==> config.mk <==
export PLATFORM = sky130hd
export DESIGN_NAME = memory_port_arbiter
export DESIGN_NICKNAME = d
export VERILOG_FILES = /design/src/rtl/mem_arb_pkg.sv /design/src/rtl/mem_arb_watchdog.sv /design/src/rtl/memory_port_arbiter.sv
export SDC_FILE = /design/constraint.sdc
export NUM_CORES = 1
export LEC_CHECK = 0
export CORE_MARGIN = 3
export CORE_UTILIZATION = 25
export DETAILED_ROUTE_END_ITERATION = 7
export DONT_BUFFER_PORTS = 1
export GPL_ROUTABILITY_DRIVEN = 0
export SLEW_MARGIN = 20
export SYNTH_ARGS = -nofsm -noshare
export SYNTH_HDL_FRONTEND = slang
export SYNTH_SLANG_ARGS = --single-unit
export TNS_END_PERCENT = 30
==> constraint.sdc <==
create_clock -name Clock -period 1.9 [get_ports Clock]
set_input_delay 0.19 -clock Clock [delete_from_list [all_inputs] [get_ports Clock]]
set_output_delay 0.19 -clock Clock [all_outputs]
set_load 0.01 [all_outputs]
==> src/rtl/mem_arb_pkg.sv <==
// Shared types and default sizes for the memory port arbiter.
// Optional feature macro used by this slice: MEM_ARB_TIMEOUT_EN.
package mem_arb_pkg;

  localparam int DEF_ADDR_W  = 32;
  localparam int DEF_DATA_W  = 32;
  localparam int DEF_TIMEOUT = 15;

  typedef enum logic [1:0] {
    IDLE       = 2'd0,
    FETCH_WAIT = 2'd1,
    DATA_WAIT  = 2'd2
  } state_t;

  typedef enum logic {
    GRANT_FETCH = 1'b0,
    GRANT_DATA  = 1'b1
  } grant_t;

endpackage

==> src/rtl/mem_arb_watchdog.sv <==
// Wait-cycle watchdog for the memory port arbiter.
// Instantiated only when MEM_ARB_TIMEOUT_EN is defined.
module mem_arb_watchdog
  import mem_arb_pkg::*;
#(
  parameter int LIMIT = DEF_TIMEOUT
) (
  input  logic Clock,
  input  logic Reset,
  input  logic enable,
  input  logic clear,
  output logic expired
);

  localparam int CW = $clog2(LIMIT + 1);

  logic [CW-1:0] count;

  // count wait cycles already spent; expired flags the last allowed one
  always_ff @(posedge Clock) begin
    if (Reset || clear)
      count <= '0;
    else if (enable && !expired)
      count <= count + 1'b1;
  end

  assign expired = enable && (count == CW'(LIMIT - 1));

endmodule

==> src/rtl/memory_port_arbiter.sv <==
// Arbitrates fetch and data requesters onto one memory port.
// Optional wait watchdog: define MEM_ARB_TIMEOUT_EN.
module memory_port_arbiter
  import mem_arb_pkg::*;
#(
  parameter int ADDR_W         = DEF_ADDR_W,
  parameter int DATA_W         = DEF_DATA_W,
  parameter int TIMEOUT_CYCLES = DEF_TIMEOUT
) (
  input  logic              Clock,
  input  logic              Reset,
  input  logic              Fetch_Req,
  input  logic [ADDR_W-1:0] Fetch_Addr,
  output logic              Fetch_Done,
  output logic [DATA_W-1:0] Fetch_Data,
  input  logic              Data_Req,
  input  logic              Data_Write,
  input  logic [ADDR_W-1:0] Data_Addr,
  input  logic [DATA_W-1:0] Data_WData,
  output logic              Data_Done,
  output logic [DATA_W-1:0] Data_RData,
  output logic              Mem_Req,
  output logic              Mem_Write,
  output logic [ADDR_W-1:0] Mem_Addr,
  output logic [DATA_W-1:0] Mem_WData,
  input  logic [DATA_W-1:0] Mem_RData,
  input  logic              Mem_Ready,
`ifdef MEM_ARB_TIMEOUT_EN
  output logic              Stall,
  output logic              Timeout_Error
`else
  output logic              Stall
`endif
);

  state_t state;
  grant_t last_grant;

  logic fetch_elig;
  logic data_elig;
  logic pick_data;
  logic in_wait;
  logic timeout_hit;
  logic finish;

  // a requester completing this cycle may not be re-granted
  assign fetch_elig = Fetch_Req & ~Fetch_Done;
  assign data_elig  = Data_Req & ~Data_Done;

  // data first, unless data just finished and fetch is waiting
  assign pick_data = data_elig &
                     ~(fetch_elig & (last_grant == GRANT_DATA));

  assign in_wait = (state != IDLE);

`ifdef MEM_ARB_TIMEOUT_EN
  mem_arb_watchdog #(
    .LIMIT (TIMEOUT_CYCLES)
  ) u_watchdog (
    .Clock   (Clock),
    .Reset   (Reset),
    .enable  (in_wait & ~Mem_Ready),
    .clear   (~in_wait),
    .expired (timeout_hit)
  );
`else
  assign timeout_hit = 1'b0;
`endif

  assign finish = in_wait & (Mem_Ready | timeout_hit);

  // combinational stall toward the pipeline
  assign Stall = (Fetch_Req & ~Fetch_Done) |
                 (Data_Req & ~Data_Done);

  // grant, hold memory fields during wait, complete on ready
  always_ff @(posedge Clock) begin
    if (Reset) begin
      state      <= IDLE;
      last_grant <= GRANT_FETCH;
      Mem_Req    <= 1'b0;
      Mem_Write  <= 1'b0;
      Mem_Addr   <= '0;
      Mem_WData  <= '0;
      Fetch_Done <= 1'b0;
      Fetch_Data <= '0;
      Data_Done  <= 1'b0;
      Data_RData <= '0;
    end else begin
      Fetch_Done <= 1'b0;
      Data_Done  <= 1'b0;
      unique case (state)
        IDLE: begin
          if (pick_data) begin
            Mem_Req   <= 1'b1;
            Mem_Write <= Data_Write;
            Mem_Addr  <= Data_Addr;
            Mem_WData <= Data_WData;
            state     <= DATA_WAIT;
          end else if (fetch_elig) begin
            Mem_Req   <= 1'b1;
            Mem_Write <= 1'b0;
            Mem_Addr  <= Fetch_Addr;
            Mem_WData <= '0;
            state     <= FETCH_WAIT;
          end
        end
        FETCH_WAIT: begin
          if (finish) begin
            Fetch_Done <= 1'b1;
            Fetch_Data <= Mem_Ready ? Mem_RData : '0;
            Mem_Req    <= 1'b0;
            last_grant <= GRANT_FETCH;
            state      <= IDLE;
          end
        end
        DATA_WAIT: begin
          if (finish) begin
            Data_Done  <= 1'b1;
            Data_RData <= (Mem_Ready & ~Mem_Write) ?
                          Mem_RData : '0;
            Mem_Req    <= 1'b0;
            last_grant <= GRANT_DATA;
            state      <= IDLE;
          end
        end
        default: begin
          Mem_Req <= 1'b0;
          state   <= IDLE;
        end
      endcase
    end
  end

`ifdef MEM_ARB_TIMEOUT_EN
  // sticky timeout flag, cleared only by reset
  always_ff @(posedge Clock) begin
    if (Reset)
      Timeout_Error <= 1'b0;
    else if (timeout_hit)
      Timeout_Error <= 1'b1;
  end
`endif

endmodule

* Yosys cells after proc, flatten, opt, wreduce, memory -nomap -nowiden
Index checks and enable logic that the tools add are counted.
W data, S select, Z words.
** Operators by class
- Equal/unequal tests :: 6
- Muxes and demuxes :: 19
- Bitwise gates (word level) :: 13
- Reductions and logical operators :: 12
** Operator list (number)
- $mux W32 :: 6
- $reduce_and A2 Y1 :: 4
- $mux W1 :: 7
- $and A1 B1 Y1 :: 6
- $mux W2 :: 3
- $not A1 Y1 :: 6
- $reduce_bool A2 Y1 :: 3
- $reduce_or A2 Y1 :: 3
- $ne A2 B2 Y1 const B :: 2
- $pmux W1 S2 :: 2
- $pmux W2 S2 :: 1
- $ne A3 B3 Y1 const B :: 1
- $reduce_and A3 Y1 :: 1
- $eq A2 B1 Y1 const B :: 1
- $eq A2 B2 Y1 const B :: 1
- $logic_not A2 Y1 :: 1
- $ne A2 B1 Y1 const B :: 1
- $or A1 B1 Y1 :: 1
** Word-level totals
- Register bits after elaboration :: 135
- Logic and storage cells :: 60

* Logic depth before layout (Yosys ltp)
Gate-level depths: netlist of run 1.
- Word-level depth :: 7
- Mapped depth :: 8

* Worst setup path after synthesis of run 1
OpenSTA, ideal clock, no wires.
- Kind :: register -> register
- Start point :: register state[0]
- End point :: register Mem_WData[11]
- Setup time :: 128 ps
- Arrival :: 1409 ps
- Required time :: 1772 ps
- Path slack :: 364 ps
- Cell stages (with the launch flop) :: 9
- Period minus slack after synthesis :: 1536 ps
- Cells stage by stage :: dfxtp_1 inv_1 ha_1 a21bo_1 clkbuf_1 buf_6 buf_6 a22oi_1 nor2_1
** On the way
- Longest elaborated chain between the ends :: 2
** Ends and longest elaborated chain
- from (decl) :: line memory_port_arbiter.sv:36 : state_t state;
- from (signal assigned) :: line memory_port_arbiter.sv:79 : state <= IDLE;
- from (signal assigned) :: line memory_port_arbiter.sv:99 : state <= DATA_WAIT;
- from (signal assigned) :: line memory_port_arbiter.sv:105 : state <= FETCH_WAIT;
- $logic_not A2 Y1 :: line memory_port_arbiter.sv:92 : unique case (state)
- $reduce_and A2 Y1 (no line)
- to (signal assigned) :: line memory_port_arbiter.sv:98 : Mem_WData <= Data_WData;
- to (decl) :: line memory_port_arbiter.sv:25 : output logic [DATA_W-1:0] Mem_WData,
Every way passes these cells.
A chain may end at the register's enable or synchronous reset.

* Worst setup path after layout of run 1
- Start point :: register state[0]
- End point :: register Data_RData[28]
** On the way
- Longest elaborated chain between the ends :: 3
- Elaborated cells on any way between the ends :: 4
- Those cells by class :: 1 x eq/ne; 1 x bitwise; 2 x reduce/logical
** Ends and longest elaborated chain
- $reduce_bool A2 Y1 :: line memory_port_arbiter.sv:54 : assign in_wait = (state != IDLE);
- $and A1 B1 Y1 :: line memory_port_arbiter.sv:70 : assign finish = in_wait & (Mem_Ready | timeout_hit);
- $reduce_and A2 Y1 (no line) *
- to (signal assigned) :: line memory_port_arbiter.sv:120 : Data_RData <= (Mem_Ready & ~Mem_Write) ?
- to (decl) :: line memory_port_arbiter.sv:21 : output logic [DATA_W-1:0] Data_RData,
Mark *: on every way between the ends. The rest lies on a longest branch, timed or not.

==> qor.yml, run 1 <==
synth:
  netlist-cell-type-count: 27
  synth.net_count: 675
  summed_instance_area_of_the_synthesized_netlist_um2: 4881
  yosys_warns: 0
  synth-edff-count: 0
  ys_dominant_reg_cell: "dfxtp_1"
  synth_area_per_cell_um2: 9.072
  async_reset_ff_frac: 0
  fraction_of_the_yosys_area_taken_by_sequential_cells: 0.5537
  synth_seq_cells: 135
  post_synthesis_cells: 538
floorplan:
  fp.dieArea_um2: 21240
  io_pins: 267
  design.core.area_um2: 18960
  floorplan.initialDensity: 0.2575
  die_w_um: 145.7
  die-height_um: 145.7
  placementRows: 50
setup_path:
  end_kind: "flip-flop"
  critical_path.cell_chain: "inv_1, ha_1, nor2b_4, nand3b_1, nor2_2, buf_12, a22o_1"
  regToRegSetupSlack_ns: 0.20
  worst-path-max-fanout: 32
  critical-path-slowest-cell: "dfxtp_1"
  worst_path_largest_cell_delay_ns: 0.33
  crit_arrival_ns: 2.05
  cp-start-kind: "flip-flop"
  critPathKind: "reg2reg"
  rr_endpoint: "Data_RData[28]$_SDFFE_PP0P_"
  critical_path_required_ns: 2.24
  launching_point_of_the_worst_reg2reg_path: "state[0]$_SDFFE_PP0P_"
  r2r.worst_path.cells: 7
cells_and_area:
  antennaDiodeCount: 0
  final_nets: 693
  area_growth_syn_to_layout_pct: 24.79
  drive_gt1_frac: 0.08787
  postLayoutCellArea_um2: 6091
timing:
  timing.hold.ws_ns: -0.1416
  worst_slew_pin_slew_ns: 0.5877
  max_freq_mhz: 587.1
  timing.max_slew.rel_slack: 0.6074
  setup_viol: 0
  drv_slew: 0
  fin_crit_ns: 1.703
  hold_viol_final: 101
  period_share: 0.8965
  tns_ns: 0
  fin_worst_skew_ns: 0.007157
  grt_setup_unrepaired: "false"
route:
  routedLengthMet1_um: 5901
  drtPass1Iterations: 4
  routed_wire_length_per_instance_um: 17.53
  route.top_layer_used: "met4"
  remaining_routing_drc_violations: 0
  drt_iter0_drc: 264
  met3WireLength_um: 1274
  viasPerCell: 4.805
  num_vias: 3983
  detail_route.wirelength_um: 14530
  routed-wl-met2_um: 6952
  route.antenna.remaining_nets: 0
status:
  status: "finished, violations left"
  failed_checks: "hold timing"
global_routing:
  antenna_violations_before_repair: 0
  grt_remaining_overflow: 0
  grt_pass1_wl_um: 22320
  grt_util_all_layers: 0.1318
  grt_max_degree: 105
  grt_pass1_vias: 3876
clock_network:
  cts_sinks: 135
  clk_root_buffer_cell: "clkbuf_16"
  cts_hold_repair.buffers: 33
  clkTransAtPathRegs_ns: 0.06
  cts_post_setup_buffers_inserted: 0
  tritoncts: "built"
  cts.path.max_buffers: 2
  cts-buffers-inserted: 17
  worstSkewPairLatency_ns: 0.41
  h-tree-depth: 4
place:
  port_buffers: 0
  dpl-instance-area_um2: 5140
  dp_hpwl_um: 9641
min_path:
  worstHoldStart: "Reset"
  worst_hold_path.num_cells: 1
  min_path_type: "in2reg"
  hold-path-endpoint: "Mem_Addr[7]$_SDFFE_PP0P_"
power:
  power_density_nw_per_um2: 1231
  ir_worst_vdd_mv: 0.5067
  power.leakage_nw: 2.244
flow_run:
  maxCapViolations: 0
## critical path: cells and delay by family (launching register included)
family | cells | cell delay [ns]
flops | 1 | 0.33
compound gates | 1 | 0.17
simple gates | 3 | 0.55
fa+ha+maj | 1 | 0.29
buf+inv | 2 | 0.28
## power by group
part	internal [mW]	switching, mW	leakage [nW]
sequential	3.05	0.256	1.10
clock	2.03	1.30	0.286
combinational	0.371	0.493	0.857
total	5.45	2.05	2.24
## per-layer routing
metal,track usage,vias to the layer above
met5,0,-
met4,0.06363,0
met3,0.05606,25
met2,0.2117,177
met1,0.1513,1877
li1,-,1904
## how the worst max path moves through the flow
stage          slack, ns                  start                           to
2_1_floorplan       0.36  state[0]$_SDFFE_PP0P_   Mem_WData[11]$_SDFFE_PP0P_
3_3_place_gp        0.08  state[0]$_SDFFE_PP0P_  Data_RData[21]$_SDFFE_PP0P_
3_5_place_dp        0.02  state[0]$_SDFFE_PP0P_   Data_RData[6]$_SDFFE_PP0P_
4_1_cts            0.009  state[0]$_SDFFE_PP0P_   Data_RData[6]$_SDFFE_PP0P_
5_1_grt             0.04  state[0]$_SDFFE_PP0P_  Data_RData[29]$_SDFFE_PP0P_
6_report            0.20  state[0]$_SDFFE_PP0P_  Data_RData[28]$_SDFFE_PP0P_
## state kept, by name, indices dropped and copies added (netlist names)
register    cells
Fetch_Data     32
state           2
Data_Done       1
Mem_Addr       32
Mem_Write       1
Mem_WData      32
Data_RData     32
Fetch_Done      1
last_grant      1
Mem_Req         1
## Yosys cell counts, drive strengths merged (2+ instances only)
cell type	n	area [µm²]
nor2b	2	15.02
buf	29	173.9
a22oi	33	247.7
and2	2	12.51
a22o	32	280.3
a21oi	65	325.3
a211oi	32	240.2
o32a	2	20.02
nor2	70	262.8
nand2b	4	40.04
ha	3	37.54
clkbuf	17	63.81
nand3b	2	15.01
inv	3	11.26
nand2	99	371.6
dfxtp	135	2703
o21ai	2	10.01
## what timing repair did
action                                  in CTS  in global routing
resized for setup                            0                  2
endpoints found under the setup margin       0                 32
hold endpoints to repair                   134                101
## area by class of cell
class | instances | area [µm²]
Fill cell | 1962 | 12860
Sequential cell | 135 | 2703
Multi-Input combinational cell | 355 | 1964
Timing Repair Buffer | 44 | 488.0
Clock buffer | 20 | 456.7
Tap cell | 260 | 325.3
Clock inverter | 12 | 142.6
Inverter | 3 | 11.26
## placed cells by master (no fill, tap or decap), drive strengths merged, types with 2 or more instances in the layout
master and n:
a211oi 32, a21oi 66, a22o 32, a22oi 33, and2 2, buf 11
bufinv 2, clkbuf 20, clkinv 3, clkinvlp 3, dfxtp 135, dlygate4sd3 33
ha 3, inv 7, nand2 99, nand2b 4, nand3b 2, nor2 70
nor2b 2, o21ai 2, o32a 2
## metrics by stage
step | cells | setup slack (ns) | hold slack, ns | utilization | power (mW)
2_1_floorplan | 538 | 0.3637 | 0.3155 | - | 3.976
3_3_place_gp | 763 | 0.07933 | 0.2701 | 0.2712 | 4.149
3_5_place_dp | 763 | 0.02156 | 0.2721 | 0.2712 | 4.161
4_1_cts | 828 | 0.009045 | -0.1771 | 0.3202 | 7.602
5_1_grt | 829 | 0.03955 | -0.1726 | 0.3213 | 7.878
6_report | 829 | 0.1967 | -0.1416 | 0.3213 | 7.500
## cells by family after synthesis
kind of cell	share of synthesized area
adders and majority gates	0.007691
and+or+nand+nor	0.1497
DFF	0.5537
AOI/OAI and AO/OA	0.2379
buffers and inverters	0.05101
No activity file was read; power rests on OpenSTA's default activity.
==> inputs of run 2 (changes only) <==
- SKIP_LAST_GASP: default -> 1
==> results of run 2 <==
Final layout, timing and power as in run 1 (identical DEF).
